## src/rtl/mgc_in_fifo_wait_edge_if.sv

```systemverilog
// Wait-handshake channel bundle: environment push side (vz/z/lz) and design pop side (ld/vd/d/size).
// The FIFO takes the slave view; whoever drives pushes and pops takes the master view.
interface mgc_in_fifo_wait_edge_if #(
  parameter int width   = 8,
  parameter int ph_log2 = 3
);
  logic               vz;
  logic [width-1:0]   z;
  logic               lz;
  logic               ld;
  logic               vd;
  logic [width-1:0]   d;
  logic [ph_log2:0]   size;

  modport master (output vz, z, ld, input lz, vd, d, size);
  modport slave  (input vz, z, ld, output lz, vd, d, size);
endinterface

```

## src/rtl/mgc_in_fifo_wait_edge.sv

```systemverilog
// Receiving-end FIFO of the wait handshake: first-word-fall-through, push visible on d one edge later.
// Backpressure: lz drops when full or disabled; a full FIFO refuses a push even when popped that cycle.
module mgc_in_fifo_wait_edge #(
  parameter int rscid   = 0,
  parameter int width   = 8,
  parameter int fifo_sz = 8,
  parameter int ph_log2 = 3
) (
  input  logic                 clk,
  input  logic                 arst,
  input  logic                 en,
  mgc_in_fifo_wait_edge_if.slave io
);

  if (rscid < 0 || fifo_sz < 1 || ph_log2 < 1 || fifo_sz > (1 << ph_log2)) begin : g_param_check
    $error("mgc_in_fifo_wait_edge: illegal parameter combination");
  end

  localparam logic [ph_log2-1:0] LAST = ph_log2'(fifo_sz - 1);
  localparam logic [ph_log2:0]   FULL = (ph_log2 + 1)'(fifo_sz);

  logic [width-1:0]   mem [fifo_sz];
  logic [ph_log2-1:0] wr_ptr;
  logic [ph_log2-1:0] rd_ptr;
  logic [ph_log2:0]   count;
  logic               push;
  logic               pop;

  // Ready/valid come only from registered count, so neither side sees the other combinationally.
  assign io.lz   = en & (count != FULL);
  assign io.vd   = en & (count != '0);
  assign io.size = count;
  assign io.d    = mem[rd_ptr];

  assign push = io.vz & io.lz;
  assign pop  = io.ld & io.vd;

  // Storage is not reset; a write landing during reset is invisible because count is held at 0.
  always_ff @(posedge clk) begin
    if (push) begin
      mem[wr_ptr] <= io.z;
    end
  end

  always_ff @(posedge clk or negedge arst) begin
    if (!arst) begin
      wr_ptr <= '0;
      rd_ptr <= '0;
      count  <= '0;
    end else begin
      if (push) begin
        wr_ptr <= (wr_ptr == LAST) ? '0 : wr_ptr + 1'b1;
      end
      if (pop) begin
        rd_ptr <= (rd_ptr == LAST) ? '0 : rd_ptr + 1'b1;
      end
      if (push && !pop) begin
        count <= count + 1'b1;
      end else if (pop && !push) begin
        count <= count - 1'b1;
      end
    end
  end

endmodule
```

## src/flat_wrapper.sv

```systemverilog
// flat-port wrapper written by rule: the top's interface ports become plain ports
module mgc_in_fifo_wait_edge_flat 
#(
  parameter int rscid   = 0,
  parameter int width   = 8,
  parameter int fifo_sz = 8,
  parameter int ph_log2 = 3
)
  (clk, arst, en, io_vz, io_z, io_ld, io_lz, io_vd, io_d, io_size);
  mgc_in_fifo_wait_edge_if #(.width(width), .ph_log2(ph_log2)) io_i ();
  input  logic clk;
  input  logic arst;
  input  logic en;
  input wire logic [$bits(io_i.vz)-1:0] io_vz;
  input wire logic [$bits(io_i.z)-1:0] io_z;
  input wire logic [$bits(io_i.ld)-1:0] io_ld;
  output wire logic [$bits(io_i.lz)-1:0] io_lz;
  output wire logic [$bits(io_i.vd)-1:0] io_vd;
  output wire logic [$bits(io_i.d)-1:0] io_d;
  output wire logic [$bits(io_i.size)-1:0] io_size;
  assign io_i.vz = io_vz;
  assign io_i.z = io_z;
  assign io_i.ld = io_ld;
  assign io_lz = io_i.lz;
  assign io_vd = io_i.vd;
  assign io_d = io_i.d;
  assign io_size = io_i.size;
  mgc_in_fifo_wait_edge #(.rscid(rscid), .width(width), .fifo_sz(fifo_sz), .ph_log2(ph_log2)) u_core (.clk(clk), .arst(arst), .en(en), .io(io_i));
endmodule
```

## config.mk

```make
export PLATFORM = sky130hd
export DESIGN_NAME = mgc_in_fifo_wait_edge_flat
export DESIGN_NICKNAME = d
export VERILOG_FILES = /design/src/rtl/mgc_in_fifo_wait_edge_if.sv /design/src/rtl/mgc_in_fifo_wait_edge.sv /design/src/flat_wrapper.sv
export SDC_FILE = /design/constraint.sdc
export NUM_CORES = 1
export LEC_CHECK = 0
export CAP_MARGIN = 20
export CELL_PAD_IN_SITES_DETAIL_PLACEMENT = 0
export CELL_PAD_IN_SITES_GLOBAL_PLACEMENT = 1
export CORE_MARGIN = 4
export CORE_UTILIZATION = 50
export DETAILED_ROUTE_END_ITERATION = 8
export GPL_TIMING_DRIVEN = 1
export HOLD_SLACK_MARGIN = 0.1
export PLACE_DENSITY = 0.78
export SYNTH_ARGS = -nofsm -noshare
export SYNTH_HDL_FRONTEND = slang
export SYNTH_SLANG_ARGS = --single-unit
```

## constraint.sdc

```tcl
create_clock -name clk -period 3.4 [get_ports clk]
set_input_delay 0.34 -clock clk [delete_from_list [all_inputs] [get_ports clk]]
set_output_delay 0.34 -clock clk [all_outputs]
set_load 0.02 [all_outputs]
```

==> results of run 1 <==
final cells by class:
cell class	count	area (um2)	share of cell area, %
sequential	74	2172	58.33
multi-input combinational	75	929.6	24.97
timing repair buffer	32	305.3	8.199
clock buffer	9	123.9	3.327
tap	75	93.84	2.520
clock inverter	7	91.34	2.453
inverter	2	7.507	0.2016
cell families (layout without fill, tap and decap cells):
logic type	Yosys count	in the layout	share of synthesized area, %
and+or+nand+nor	26	26	4.836
AOI/OAI and AO/OA	7	7	1.664
DFF	74	74	68.81
xor gates and xnor gates	2	2	0.5550
muxes	32	32	18.99
buffers and inverters	8	50	1.744
adders and majority gates	8	8	3.409
placed cells by master, fill, tap and decap left out, types with 2 or more instances in the layout:
cell,instances
bufinv_16,2
clkinv_2,2
mux4_1,8
mux2_4,8
edfxtp_1,64
nor2_1,5
buf_4,6
dfrtp_1,10
nor3_1,5
mux4_2,8
nand2_1,4
mux2_2,7
clkbuf_8,9
inv_1,2
clkdlybuf4s50_1,26
nand2b_1,2
xnor2_1,2
a21oi_1,2
inv_6,2
nand3_1,2
ha_1,7
o211ai_1,2
worst reg2reg max path, stage by stage (launching register included):
cell and delay (ps):
dfrtp_1 490, or4b_4 610, nand3_4 150, inv_1 60
ha_1 240, inv_1 160, ha_1 320, or4_1 540
o211ai_1 110, o211ai_1 100
registers in the layout, summed over array words and instances (netlist names):
register,flops
u_core.io.size,4
u_core.rd_ptr,3
u_core.mem,64
u_core.wr_ptr,3
path summary, 6_finish.rpt:
check / from / to / slack [ps] / cells after the start
max: u_core.io.size[0]$_DFFE_PN0P_ / u_core.io.size[3]$_DFFE_PN0P_ / 520 / 9
min: arst / u_core.io.size[2]$_DFFE_PN0P_ / 330 / 1
max reg2reg: u_core.io.size[0]$_DFFE_PN0P_ / u_core.io.size[3]$_DFFE_PN0P_ / 520 / 9
min reg2reg: u_core.io.size[2]$_DFFE_PN0P_ / u_core.io.size[2]$_DFFE_PN0P_ / 590 / 2
max in group asynchronous: arst / u_core.rd_ptr[0]$_DFFE_PN0P_ / 2730 / 1
min in group clk: u_core.io.size[2]$_DFFE_PN0P_ / u_core.io.size[2]$_DFFE_PN0P_ / 590 / 2
routing by layer:
metal  up-vias  GRT usage [%]  wire (um)
li1        724              -          -
met1       816          20.01       2189
met2        53          28.77       3200
met3        12          5.771        359
met4         0          4.881         79
met5         -              0          0
synthesized netlist by cell type, types with 4 or more instances:
library cell and number:
nand2_1 4, ha_1 7, mux2_2 7, mux2_4 8, mux4_2 8, nor2_1 5
mux4_1 8, nor3_1 5, edfxtp_1 64, dfrtp_1 10
power by group through the flow:
stage / clock network [mW] / logic [mW] / registers (mW)
6_report: 0.728 / 1.11 / 1.28
5_1_grt: 0.799 / 1.20 / 1.30
4_1_cts: 0.748 / 1.13 / 1.28
3_5_place_dp: 0 / 1.12 / 1.30
3_3_place_gp: 0 / 1.08 / 1.28
2_1_floorplan: 0 / 0.819 / 1.23
==> run_results.csv, run 1 <==
group,metric,value,unit
timing,holdWs,333.3,ps
clocking,cts_buffers,9,
synthesis,yosysTopAreaCell,"edfxtp_1",
synthesis,postSynthAreaPerCell,20.11,um2
global_routing,grt_pass1_wl,9.018,mm
detailed_routing,antenna_left,0,
floorplan,die_h,87.46,um
pwr,combPwrFrac,35.7,%
clocking,clock_sinks,74,
final_layout,drive_gt1_share,23.12,%
detailed_routing,post_drt_wl_per_cell,21.27,um
outcome,status,"complete, no violations",
place,pre_cts_ws,492.9,ps
place,dp_cells,258,
clocking,cts_setup_buffers,0,
worst_setup_path,cp-end-kind,"flip-flop",
detailed_routing,vias,1605,
worst_hold_path,min_path_type,"in -> async",
global_routing,grt_max_degree,20,
clocking,cts_resized,0,
clocking,ctsHoldBuffers,0,
job,maxCapViolations,0,
place,hpwlAfterDp,3.725,mm
pwr,switchingPower,971.3,uW
final_layout,finish.instance_area,0.003724,mm2
timing,maxSlewHeadroom,35.88,%
place,placed_cell_area,0.003508,mm2
worst_setup_path,worstPathArrival,3110,ps
synthesis,ys_seq_area_share,68.81,%
pwr,power_leakage,1.300,nW
timing,timing.final.ws_setup,515.4,ps
synthesis,syn-num-nets,178,
worst_setup_path,cp-start-kind,"flip-flop",
synthesis,synth_edf_count,64,
timing,fin_setup_tns,0,ps
detailed_routing,drt_iter0_drc,92,
floorplan,core_area,0.006026,mm2
synthesis,syn_inst,157,
final_layout,n_fill_cell,434,
worst_setup_path,cp_max_fo,8,
detailed_routing,drt_wl_total,5.829,mm
final_layout,post-route-util,61.79,%
floorplan,die_area,0.007648,mm2
timing,post-route-min-period,2885,ps
synthesis,synth_area,0.003157,mm2
worst_setup_path,worstPathBufferInverterCount,2,
global_routing,grt_remaining_overflow,0,
clocking,clk_path_buf_depth,2,
detailed_routing,via_per_inst,5.858,
global_routing,antenna_found_initial,0,
clocking,clock-root-buffer,"clkbuf_8",
clocking,worstSkewPairLatency,340,ps
final_layout,area_growth,17.95,%
pwr,p_seq_share,41.0,%
timing,rsz0062_at_grt,"no",
final_layout,nets,215,
worst_setup_path,crit_family,"simple AND/OR/NAND/NOR gates",
worst_setup_path,required,3620,ps
synthesis,ys_types,34,
detailed_routing,drtPass1Iterations,4,
pwr,p_total,3.124,mW
synthesis,synth_top_area_share,60.88,%
synthesis,synth_warnings,0,
final_layout,diodes,0,
worst_setup_path,critPathKind,"reg -> reg",
pwr,switching_share,31.09,%
timing,worst_slew_pin_slew,958.2,ps
synthesis,synth_seq_cells,74,
clocking,clk_pin_slew,70,ps
synthesis,synthFlopType,"edfxtp_1",
worst_setup_path,cp_cell_sequence,"or4b_4, nand3_4, inv_1, ha_1, inv_1, ha_1, or4_1, o211ai_1, o211ai_1",
synthesis,async_flop_share,13.51,%
clocking,cts_max_level,3,
detailed_routing,drt_drc_violations_left,0,
global_routing,grtUsageTotal,16.77,%
final_layout,finalNonFillerCells,274,
timing,finalSetupViolations,0,
worst_setup_path,slowest_stage,"or4b_4",
pwr,clkPwrFrac,23.3,%
timing,max_freq,0.3467,GHz
timing,hold_viol,0,
floorplan,num_rows,28,
pwr,p_int,2.153,mW
pwr,vdd_drop_max,0.5102,mV
worst_setup_path,cpPeakStageDelay,610,ps
pwr,p_per_area,839.1,mW/mm2
floorplan,ios,27,
clocking,cts_tree,"done",
place,port_buffers,26,
global_routing,grt_pass1_vias,1675,
synthesis,synthTopCellsByArea,"edfxtp_1, dfrtp_1, mux4_1, mux4_2, mux2_4",
timing,fin_skew,5.666,ps
floorplan,dieWidth,87.46,um
timing,fin_crit_sh,84.84,%
timing,finalMaxSlewViolations,0,
place,place_congestion,0.8088,
floorplan,start_util,52.39,%
No activity file was read; power rests on OpenSTA's default activity.
==> run 2: changes to the inputs <==
Settings changed: CORE_UTILIZATION 50 to 45, PLACE_DENSITY 0.78 to 0.74.
Clock period 3.4 ns to 2.4 ns, I/O delays scaled along.
==> run_results.csv, run 2 (synthesis gave the netlist of run 1 again) <==
group,metric,value,unit
floorplan,num_rows,30,
final_layout,finish.instance_area,0.003874,mm2
floorplan,dieWidth,91.76,um
pwr,vdd_drop_max,0.5606,mV
timing,max_freq,0.4255,GHz
worst_setup_path,required,2600,ps
global_routing,grt_remaining_overflow,0,
floorplan,start_util,46.46,%
final_layout,seqCellArea,0.002176,mm2
place,pre_cts_ws,-14.22,ps
pwr,p_total,4.381,mW
worst_setup_path,cpPeakStageDelay,560,ps
worst_setup_path,reg2reg_from,"u_core.io.size[1]$_DFFE_PN0P_",
detailed_routing,drt_wl_total,5.715,mm
final_layout,n_fill_cell,527,
final_layout,drive_gt1_share,31.78,%
final_layout,largest_register,"u_core.mem",
timing,finalMaxSlewViolations,0,
global_routing,grt_pass1_vias,1706,
clocking,cts_buffers,9,
final_layout,nets,230,
floorplan,ios,27,
worst_setup_path,cp_max_fo,5,
clocking,cts_max_level,3,
detailed_routing,post_drt_wl_per_cell,18.44,um
worst_setup_path,worstPathBufferInverterCount,2,
place,hpwlAfterDp,3.848,mm
detailed_routing,drtPass1Iterations,4,
timing,fin_setup_tns,0,ps
detailed_routing,vias,1619,
place,port_buffers,26,
timing,rsz0062_at_grt,"yes",
timing,holdWs,241.1,ps
detailed_routing,drt_iter0_drc,73,
worst_setup_path,worstRegToRegCells,9,
detailed_routing,antenna_left,0,
timing,worst_slew_pin_slew,630.9,ps
timing,fin_crit_sh,97.93,%
final_layout,area_growth,22.71,%
floorplan,die_h,91.76,um
worst_setup_path,crit_family,"simple AND/OR/NAND/NOR gates",
worst_setup_path,cp-start-kind,"flip-flop",
place,place_congestion,0.7281,
global_routing,grt_max_degree,20,
worst_hold_path,min_path_type,"in -> async",
timing,post-route-min-period,2350,ps
floorplan,core_area,0.006794,mm2
worst_setup_path,r2r_slack,50,ps
final_layout,multi_input_area,960.9,um2
worst_setup_path,cp_cell_sequence,"or4b_4, nand3_4, inv_2, ha_4, inv_4, ha_4, or4_4, o211ai_1, o211ai_1",
job,maxCapViolations,0,
place,placed_cell_area,0.003664,mm2
outcome,status,"complete, no violations",
clocking,clk_pin_slew,70,ps
final_layout,mostFrequentLayoutCell,"edfxtp_1",
pwr,power_leakage,1.367,nW
worst_setup_path,critPathKind,"reg -> reg",
worst_setup_path,crit_end,"u_core.io.size[3]$_DFFE_PN0P_",
floorplan,die_area,0.008419,mm2
clocking,worstSkewPairLatency,330,ps
worst_setup_path,slowest_stage,"or4b_4",
global_routing,grt_pass1_wl,9.011,mm
timing,finalSetupViolations,0,
worst_setup_path,cp-end-kind,"flip-flop",
clocking,clock_sinks,74,
timing,hold_viol,0,
global_routing,grtUsageTotal,14.30,%
clocking,clk_path_buf_depth,2,
global_routing,antenna_found_initial,0,
detailed_routing,via_per_inst,5.223,
worst_setup_path,r2r_end,"u_core.io.size[3]$_DFFE_PN0P_",
pwr,p_per_area,1131,mW/mm2
clocking,clock-root-buffer,"clkbuf_8",
final_layout,largest_reg_flops,64,
detailed_routing,drt_drc_violations_left,0,
worst_setup_path,worst-path-stages,9,
timing,timing.final.ws_setup,49.63,ps
timing,fin_skew,10.12,ps
final_layout,layout_common_cells,"edfxtp_1, buf_4, clkdlybuf4s50_1",
worst_setup_path,worstPathArrival,2550,ps
worst_setup_path,startpoint,"u_core.io.size[1]$_DFFE_PN0P_",
timing,maxSlewHeadroom,57.94,%
final_layout,diodes,0,
clocking,cts_tree,"done",
[run 2: where the power goes]
part / switching [mW] / internal [mW]
combinational: 0.791 / 0.953
clock: 0.430 / 0.478
sequential: 0.153 / 1.58
total: 1.37 / 3.01
[run 2: cell type report]
type                       instances  share of cell area, %
clock buffer                      11                  3.391
clock inverter                     5                  1.421
inverter                           2                 0.2584
multi-input combinational         75                  24.81
sequential                        74                  56.17
tap                               96                  3.101
timing repair buffer              47                  10.85
[run 2: per-stage QoR]
step           util (%)  std cells
2_1_floorplan         -        157
3_3_place_gp      53.92        290
3_5_place_dp      53.92        290
4_1_cts           56.52        306
5_1_grt           57.02        310
6_report          57.02        310
[run 2: routing by layer]
layer	wire length (um)	global-route usage (%)
met1	2544	18.25
met2	2912	24.59
met3	185	2.707
met4	73	4.827
met5	0	0
[run 2: repair_timing]
item | CTS | global route
buffers inserted | 0 | 4
hold endpoints to repair | 0 | 0
pin swaps | 1 | 5
hold buffers | 0 | 0
endpoints found under the setup margin | 9 | 1
gates resized for setup | 8 | 1
[run 2: worst min path at each step]
stage	from	end	slack, ps	cells after the start
2_1_floorplan	arst	u_core.io.size[0]$_DFFE_PN0P_	-60	0
3_5_place_dp	arst	u_core.rd_ptr[2]$_DFFE_PN0P_	600	1
4_1_cts	arst	u_core.rd_ptr[2]$_DFFE_PN0P_	240	1
6_report	arst	u_core.rd_ptr[2]$_DFFE_PN0P_	240	1
3_3_place_gp	arst	u_core.rd_ptr[2]$_DFFE_PN0P_	580	1
5_1_grt	arst	u_core.rd_ptr[2]$_DFFE_PN0P_	260	1
